===== config.mk =====
export PLATFORM = sky130hd
export DESIGN_NAME = mult_arbiter
export DESIGN_NICKNAME = d
export VERILOG_FILES = /design/src/rtl/mult_arb_pkg.sv /design/src/rtl/mult_arbiter_rr_pick.sv /design/src/rtl/mult_arbiter.sv
export SDC_FILE = /design/constraint.sdc
export NUM_CORES = 1
export LEC_CHECK = 0
export CORE_UTILIZATION = 30
export CTS_CLUSTER_DIAMETER = 80
export DETAILED_ROUTE_END_ITERATION = 6
export PLACE_DENSITY = 0.66
export SLEW_MARGIN = 40
export SYNTH_ARGS = -nofsm -noshare
export SYNTH_HDL_FRONTEND = slang
export SYNTH_SLANG_ARGS = --single-unit
export TNS_END_PERCENT = 20

===== constraint.sdc =====
create_clock -name clk -period 8.2 [get_ports clk]
set_input_delay 1.64 -clock clk [delete_from_list [all_inputs] [get_ports clk]]
set_output_delay 1.64 -clock clk [all_outputs]
set_load 0.05 [all_outputs]

===== src/rtl/mult_arb_pkg.sv =====
// Shared types and sizing helpers for the multiplier round-robin arbiter.
package mult_arb_pkg;

  // Operand/result width of the shared sequential multiplier.
  localparam int DW_DEF = 16;

  // Arbiter FSM encoding.
  typedef enum logic [2:0] {
    IDLE   = 3'd0,
    LOAD_A = 3'd1,
    LOAD_B = 3'd2,
    WAIT   = 3'd3,
    RESP   = 3'd4
  } arb_state_t;

  // Watchdog counter width: enough to hold TIMEOUT-1, never narrower than 1.
  function automatic int wd_width(input int timeout);
    return (timeout > 1) ? $clog2(timeout) : 1;
  endfunction

  // Requester index width: enough to address N requesters, never narrower than 1.
  function automatic int idx_width(input int n);
    return (n > 1) ? $clog2(n) : 1;
  endfunction

endpackage


===== src/rtl/mult_arbiter_rr_pick.sv =====
// Combinational round-robin picker: first set request at or after ptr,
// scanning upward with wrap-around. Returns one-hot grant and its index.
module rr_pick #(
  parameter int N  = 4,
  parameter int IW = 2
) (
  input  logic [N-1:0]  req,
  input  logic [IW-1:0] ptr,
  output logic [N-1:0]  gnt,
  output logic [IW-1:0] gidx
);

  // ptr is always below N, so ptr+k is below 2N and one subtraction wraps it.
  function automatic logic [IW-1:0] wrap_idx(input int unsigned v);
    if (v >= N) begin
      return IW'(v - N);
    end
    return IW'(v);
  endfunction

  logic found;

  // Scan the N positions starting at ptr; the first pending request wins.
  always_comb begin
    gnt   = '0;
    gidx  = '0;
    found = 1'b0;
    for (int k = 0; k < N; k++) begin
      if (!found && req[wrap_idx(int'(ptr) + k)]) begin
        found = 1'b1;
        gidx  = wrap_idx(int'(ptr) + k);
        gnt[wrap_idx(int'(ptr) + k)] = 1'b1;
      end
    end
  end

endmodule


===== src/rtl/mult_arbiter.sv =====
// Round-robin scheduler sharing one sequential multiplier between N clients.
// Accepts one operand pair at a time, drives the two-cycle A/B load protocol,
// waits for Done under a watchdog and returns the product (or an error) on a
// per-requester valid/ready response channel.
module mult_arbiter
  import mult_arb_pkg::*;
#(
  parameter int N       = 4,
  parameter int DW      = DW_DEF,
  parameter int TIMEOUT = 64
) (
  input  logic            clk,
  input  logic            rst,
  input  logic [N-1:0]    req_valid,
  input  logic [N*DW-1:0] req_a,
  input  logic [N*DW-1:0] req_b,
  output logic [N-1:0]    req_ready,
  output logic [N-1:0]    rsp_valid,
  input  logic [N-1:0]    rsp_ready,
  output logic [DW-1:0]   rsp_data,
  output logic            rsp_err,
  output logic            mult_start,
  output logic [DW-1:0]   mult_in,
  input  logic [DW-1:0]   mult_out,
  input  logic            mult_done
);

  localparam int IW = idx_width(N);
  localparam int WW = wd_width(TIMEOUT);

  arb_state_t    state;
  logic [IW-1:0] ptr;
  logic [IW-1:0] gidx_q;
  logic [N-1:0]  gnt_q;
  logic [WW-1:0] wd;
  logic [DW-1:0] a_q;
  logic [DW-1:0] b_q;

  logic [N-1:0]  pick_gnt;
  logic [IW-1:0] pick_idx;
  logic          take;

  rr_pick #(
    .N  (N),
    .IW (IW)
  ) u_pick (
    .req  (req_valid),
    .ptr  (ptr),
    .gnt  (pick_gnt),
    .gidx (pick_idx)
  );

  assign take = (state == IDLE) && (|req_valid);

  // Control path: FSM, grant/pointer bookkeeping, watchdog and result register.
  always_ff @(posedge clk or negedge rst) begin
    if (!rst) begin
      state     <= IDLE;
      ptr       <= '0;
      gidx_q    <= '0;
      gnt_q     <= '0;
      wd        <= '0;
      req_ready <= '0;
      rsp_data  <= '0;
      rsp_err   <= 1'b0;
    end else begin
      req_ready <= '0;
      case (state)
        IDLE: begin
          if (take) begin
            req_ready <= pick_gnt;
            gnt_q     <= pick_gnt;
            gidx_q    <= pick_idx;
            state     <= LOAD_A;
          end
        end
        LOAD_A: begin
          state <= LOAD_B;
        end
        LOAD_B: begin
          wd    <= '0;
          state <= WAIT;
        end
        WAIT: begin
          // Done is only meaningful here; earlier pulses belong to a previous op.
          if (mult_done) begin
            rsp_data <= mult_out;
            rsp_err  <= 1'b0;
            state    <= RESP;
          end else if (wd == WW'(TIMEOUT - 1)) begin
            rsp_data <= '0;
            rsp_err  <= 1'b1;
            state    <= RESP;
          end else begin
            wd <= wd + 1'b1;
          end
        end
        RESP: begin
          // Only the granted requester's ready bit can retire the response.
          if (rsp_ready[gidx_q]) begin
            ptr   <= (gidx_q == IW'(N - 1)) ? '0 : gidx_q + 1'b1;
            state <= IDLE;
          end
        end
        default: begin
          state <= IDLE;
        end
      endcase
    end
  end

  // Operand latch: capture the granted pair as it is accepted; no reset needed
  // since the values are only consumed after a grant.
  always_ff @(posedge clk) begin
    if (take) begin
      a_q <= req_a[int'(pick_idx) * DW +: DW];
      b_q <= req_b[int'(pick_idx) * DW +: DW];
    end
  end

  // Outputs decoded from state and registers only, so no request-side
  // combinational path reaches the multiplier or the response channel.
  always_comb begin
    mult_start = (state == LOAD_A);
    rsp_valid  = (state == RESP) ? gnt_q : '0;
    case (state)
      LOAD_A:       mult_in = a_q;
      LOAD_B, WAIT: mult_in = b_q;
      default:      mult_in = '0;
    endcase
  end

endmodule


==> out/metrics.cfg, run 1 <==
[timing]
fin_setup_tns_ns = 0
period_needed_ns = 4.30
max_slew_margin_pct = 51.9
finalClockSkew_ns = 0.00842
fmax_mhz = 232
report.final.slew_viol_count = 0
tightestPinTransition_ns = 0.718
layout_setup_ws_ns = 3.90
hold_viol_final = 0
rsz0062_at_grt = false
fin_crit_sh_pct = 52.5
finalSetupViolCount = 0

[worst_setup_path]
reg2reg_depth = 9
r2r_setup_slack_ns = 4.84
regToRegEndpoint = a_q[2]
worst_setup_path_start_kind = primary input
rr_startpoint = ptr[0]
cp_data_required_time_ns = 8.27
arrival_ns = 4.37
crit_type = in2reg
worstPathMaxFanout = 18
endpoint_kind = register

[min_path]
hold_path_depth = 1
holdPathEnd = gnt_q[0]
hold_class = reg2reg
hp-start = gnt_q[0]

[logic_synthesis]
syn_inst = 276
synth_area_mm2 = 0.00401
async_reset_ff_share_pct = 54.3
synth_area_leader_cell = edfxtp_1
ys.flop_type = dfrtp_1
synth_edf_count = 32
synth_warnings = 0
ys_seq_elements = 70
yosysTopAreaCellShare_pct = 24.0
synth.area.top_cells = edfxtp_1 (24%), dfrtp_1 (24%), mux4_1 (14%)
synth_area_per_cell_um2 = 14.5
synth.distinct_cells = 45
synth.yosys.seq_area_share_pct = 47.7
synth_fp_nets = 439

[clock_network]
cts_tree = built
htree_levels = 3
cts_hold_buf = 0
cts_resized = 0
root_buffer = clkbuf_16
post_cts_buffers = 0
clockBufferDepth = 2
numCtsBuffers = 9
clock_latency_ns = 0.33
clk_pin_slew_ns = 0.06
cts_sinks = 70

[route]
drt_wl_total_mm = 11.5
firstDrtPassIters = 4
vias = 3301
via_per_inst = 5.08
drtIter0Drc = 119
drc = 0
ant_nets = 0
wl_per_cell_um = 17.7

[finish]
nets = 636
layout-drive-gt1-share_pct = 10.0
antenna_cells = 0
syn2layout_area_growth_pct = 62.1
stdcell_count = 650
final_area_mm2 = 0.00650

[global_route]
grt_pass1_wl_mm = 18.0
grt_overflow = 0
grt_use_total_pct = 17.1
grt_pass1_vias = 3474
grt_antenna_before_repair = 0
grt_max_degree = 39

[pwr]
power_mw = 2.59
power_density_mw_per_mm2 = 399
vdd_ir_drop_max_uv = 144
power.leakage_nw = 2.53

[placement]
dpl_cell_area_mm2 = 0.00617
hpwl_mm = 9.01
place_inst = 634
place_ws_ns = 3.54
port_buffers = 196
gp_congestion = 0.880

[floorplanning]
fp.dieArea_mm2 = 0.0138
ios = 197
die_h_um = 118
coreArea_mm2 = 0.0128
initial_core_util_pct = 31.2
die_w_um = 118
rows = 41

[flow_run]
drv_cap = 0

[run_status]
status = finished, final reports clean

[critical path, cell delays in order]
cell and delay, ns:
clkdlybuf4s50_1 0.53, nor2b_1 0.20, nor3b_1 0.22, a311oi_1 0.12
o21ai_4 0.65, buf_4 0.41, mux4_1 0.59
[power by group]
part	switching [mW]	total [mW]	internal, mW
Sequential	0.103	0.679	0.576
Combinational	0.842	1.51	0.669
Clock	0.151	0.403	0.252
Total	1.10	2.59	1.50
[flip-flops by register name, summed over array words and instances (netlist names)]
signal,count
a_q,16
gidx_q,2
req_ready,4
rsp_data,16
wd,6
b_q,16
gnt_q,4
state,3
ptr,2
rsp_err,1
[worst max-delay path by stage]
stage | start | to | slack [ns]
floorplan | state[0] | mult_in[0] | 4.12
global placement | req_valid[3] | a_q[12] | 3.51
detailed placement | req_valid[1] | a_q[13] | 3.54
CTS | req_valid[1] | a_q[13] | 3.90
global route | req_valid[1] | b_q[2] | 3.74
finish | req_valid[1] | b_q[12] | 3.90
[final cells by class]
type	instances	area, um^2
clock inverters	4	32.5
inverters	12	45.0
well taps	172	215
clock buffers	12	289
multi-input cells	179	1980
repair buffers	201	2020
flip-flops and latches	70	1910
fillers	1127	6330
[per-stage QoR]
step / util [%] / hold slack (ns)
6_report: 50.7 / 0.472
5_1_grt: 50.7 / 0.500
4_1_cts: 50.6 / 0.479
3_5_place_dp: 48.1 / 0.467
3_3_place_gp: 47.8 / 0.454
2_1_floorplan: - / 0.441
[Yosys cell counts, drive strengths merged (4+ instances only)]
master  instances
clkbuf          6
mux4           36
o31ai           5
nand2          13
nor2            6
dfrtp          38
a22o           35
a21oi           9
o21ai          13
a21o            4
nor3b           7
edfxtp         32
inv            12
ha              8
buf             9
and2            8
[routing by layer]
| layer | up-vias | global-route usage [%] | routed length [um] | part of all wire (%) |
|---|---|---|---|---|
| met1 | 1591 | 18.1 | 4170 | 36 |
| li1 | 1533 | - | - | - |
| met3 | 21 | 5.28 | 901 | 7.8 |
| met2 | 156 | 30.7 | 6050 | 53 |
| met5 | - | 0 | 0 | 0 |
| met4 | 0 | 8.57 | 365 | 3.2 |
[cell families after synthesis]
group | count (synthesis) | share of synthesized area, %
AOI/OAI and AO/OA | 78 | 15.2
adders and majority gates | 8 | 2.50
buffers and inverters | 27 | 3.50
DFF | 70 | 47.7
muxes | 41 | 23.6
and+or+nand+nor | 52 | 7.40
[cells in the final DEF (no fill, tap or decap), drive strengths merged, types with 2 or more instances in the layout]
master,n
a21o,4
a21oi,9
a22o,35
a31oi,2
and2,8
and3,2
buf,6
clkbuf,12
clkdlybuf4s50,195
clkinv,2
dfrtp,38
edfxtp,32
ha,8
inv,14
mux2,3
mux2i,2
mux4,36
nand2,13
nand2b,3
nand3,3
nor2,6
nor2b,3
nor3b,7
o21ai,13
o22ai,2
o31ai,5
Power figures use the tool's default switching activity.
==> run 2: changes to the inputs <==
- clock period: 8.2 -> 4.15 ns (I/O delays scaled with it)
==> run 2 against run 1 <==
Effect of this change:
- sequential share of layout area up 0.17 points
- routed wire length is 3.8% lower
- clock power grew 70%
- via count is 1.2% lower
- utilization down 0.29 points
- critical endpoint is now a_q[10]
- worst setup slack lost 3.1 ns
- non-clock buffer count grew 4
- die area stayed put
- clock skew down 0.0031 ns
- sequential power up 94%
- largest power group unchanged
- first-iteration DRC count grew 19%
==> out/metrics.cfg, run 2 (same netlist as run 1, synthesis figures left out) <==
[timing]
rsz0062_at_grt = false
fin_setup_tns_ns = 0  ; unchanged
report.final.slew_viol_count = 0  ; unchanged
period_needed_ns = 3.33
finalClockSkew_ns = 0.00528  ; -0.00314 ns
fin_crit_sh_pct = 80.1
max_slew_margin_pct = 51.7  ; -0.19 points
hold_viol_final = 0  ; unchanged
fmax_mhz = 301
tightestPinTransition_ns = 0.722  ; +0.00349 ns
finalSetupViolCount = 0  ; unchanged

[placement]
port_buffers = 196  ; unchanged
gp_congestion = 0.835  ; -5.0%
hpwl_mm = 8.74  ; -3.0%
place_inst = 638  ; +0.63%

[finish]
final_cell_mix = clkdlybuf4s50_1 (195), dfrtp_1 (38), a22o_1 (35)
layout-drive-gt1-share_pct = 10.4  ; +0.35 points
antenna_cells = 0  ; unchanged
stdcell_count = 653  ; +0.46%
syn2layout_area_growth_pct = 61.2
layout_commonest_cell = clkdlybuf4s50_1
nets = 640  ; +0.63%
largestRegisters = a_q: 16 flops, b_q: 16 flops, rsp_data: 16 flops

[worst_setup_path]
crit_chain = clkdlybuf4s50_1 > nor2b_1 > nor3b_1 > a311oi_1 > o21ai_4 > buf_4 > mux4_1
cp_data_required_time_ns = 4.22  ; -4.05 ns
reg2reg_depth = 7  ; -2
path_delay_family = buffers and inverters
critPathBufInv = 2  ; unchanged
crit_type = in2reg
path_depth = 7  ; unchanged
worstPathMaxFanout = 15  ; -3
endpoint_kind = register
cp_slowest_cell = mux4_1
worst_setup_path_start_kind = primary input
arrival_ns = 3.39  ; -0.98 ns
max_stage_delay_ns = 0.58  ; -0.07 ns

[clock_network]
cts_sinks = 70  ; unchanged
htree_levels = 3  ; unchanged
clk_pin_slew_ns = 0.06  ; about the same
cts_resized = 0  ; unchanged
cts_hold_buf = 0  ; unchanged
numCtsBuffers = 9  ; unchanged
clock_latency_ns = 0.33  ; about the same
cts_tree = built
root_buffer = clkbuf_16
clockBufferDepth = 2  ; unchanged
post_cts_buffers = 0  ; unchanged

[global_route]
grt_pass1_wl_mm = 17.7  ; -1.5%
grt_antenna_before_repair = 0  ; unchanged
grt_pass1_vias = 3556  ; +2.4%
grt_max_degree = 35  ; -10%
grt_use_total_pct = 16.7  ; -0.47 points
grt_overflow = 0  ; unchanged

[min_path]
hold_class = in2async

[floorplanning]
die_h_um = 118  ; unchanged
rows = 41  ; unchanged
die_w_um = 118  ; unchanged
ios = 197  ; unchanged
initial_core_util_pct = 31.2  ; unchanged
fp.dieArea_mm2 = 0.0138  ; unchanged
coreArea_mm2 = 0.0128  ; unchanged

[pwr]
power_density_mw_per_mm2 = 772  ; +93%
power.leakage_nw = 2.52  ; -0.39%
vdd_ir_drop_max_uv = 283  ; +96%

[route]
vias = 3263  ; -1.2%
drc = 0  ; unchanged
ant_nets = 0  ; unchanged
drt_wl_total_mm = 11.1  ; -3.8%
wl_per_cell_um = 16.9  ; -4.2%
via_per_inst = 5.00  ; -1.6%
firstDrtPassIters = 4  ; unchanged
drtIter0Drc = 142  ; +19%

[run_status]
status = finished, final reports clean

[flow_run]
drv_cap = 0  ; unchanged

-- run 2: path summary, 6_finish.rpt --
kind | startpoint | endpoint | slack [ns]
worst max register to register | ptr[1] | b_q[5] | 1.08
worst min-delay path | rst | rsp_data[3] | 0.45
max in group asynchronous | rst | gidx_q[1] | 3.24
worst min register to register | gnt_q[3] | gnt_q[3] | 0.47
min in group clk | gnt_q[3] | gnt_q[3] | 0.47
worst max-delay path | req_valid[1] | a_q[10] | 0.82
-- run 2: area by class of cell --
type	instances	area [um^2]
clock inverter	5	35.0
timing repair buffer	205	2040
inverter	12	45.0
sequential	70	1910
multi-input combinational	179	1980
tap	172	215
fill	1156	6370
clock buffer	10	229
-- run 2: metrics by stage --
step           power (mW)  instance area, um^2  util, %  hold slack (ns)  worst slack, ns
3_3_place_gp         4.28                 6160     48.0            0.456            0.564
5_1_grt              5.29                 6460     50.4            0.463            0.643
3_5_place_dp         4.34                 6190     48.3            0.459            0.451
2_1_floorplan        3.42                 4010        -            0.441            0.881
4_1_cts              5.05                 6450     50.3            0.447            0.674
6_report             4.99                 6460     50.4            0.449            0.825
-- run 2: routing by layer --
metal,global-route usage (%),wire (um),vias to the layer above
li1,-,-,1539
met5,0,0,-
met1,18.1,4140,1550
met3,5.52,870,22
met2,29.3,5740,152
met4,7.45,307,0
-- run 2: power by group --
group          total [mW]  internal (mW)  switching, mW
combinational        2.98           1.30           1.69
clock               0.684          0.402          0.282
sequential           1.32           1.14          0.178
total                4.99           2.84           2.15
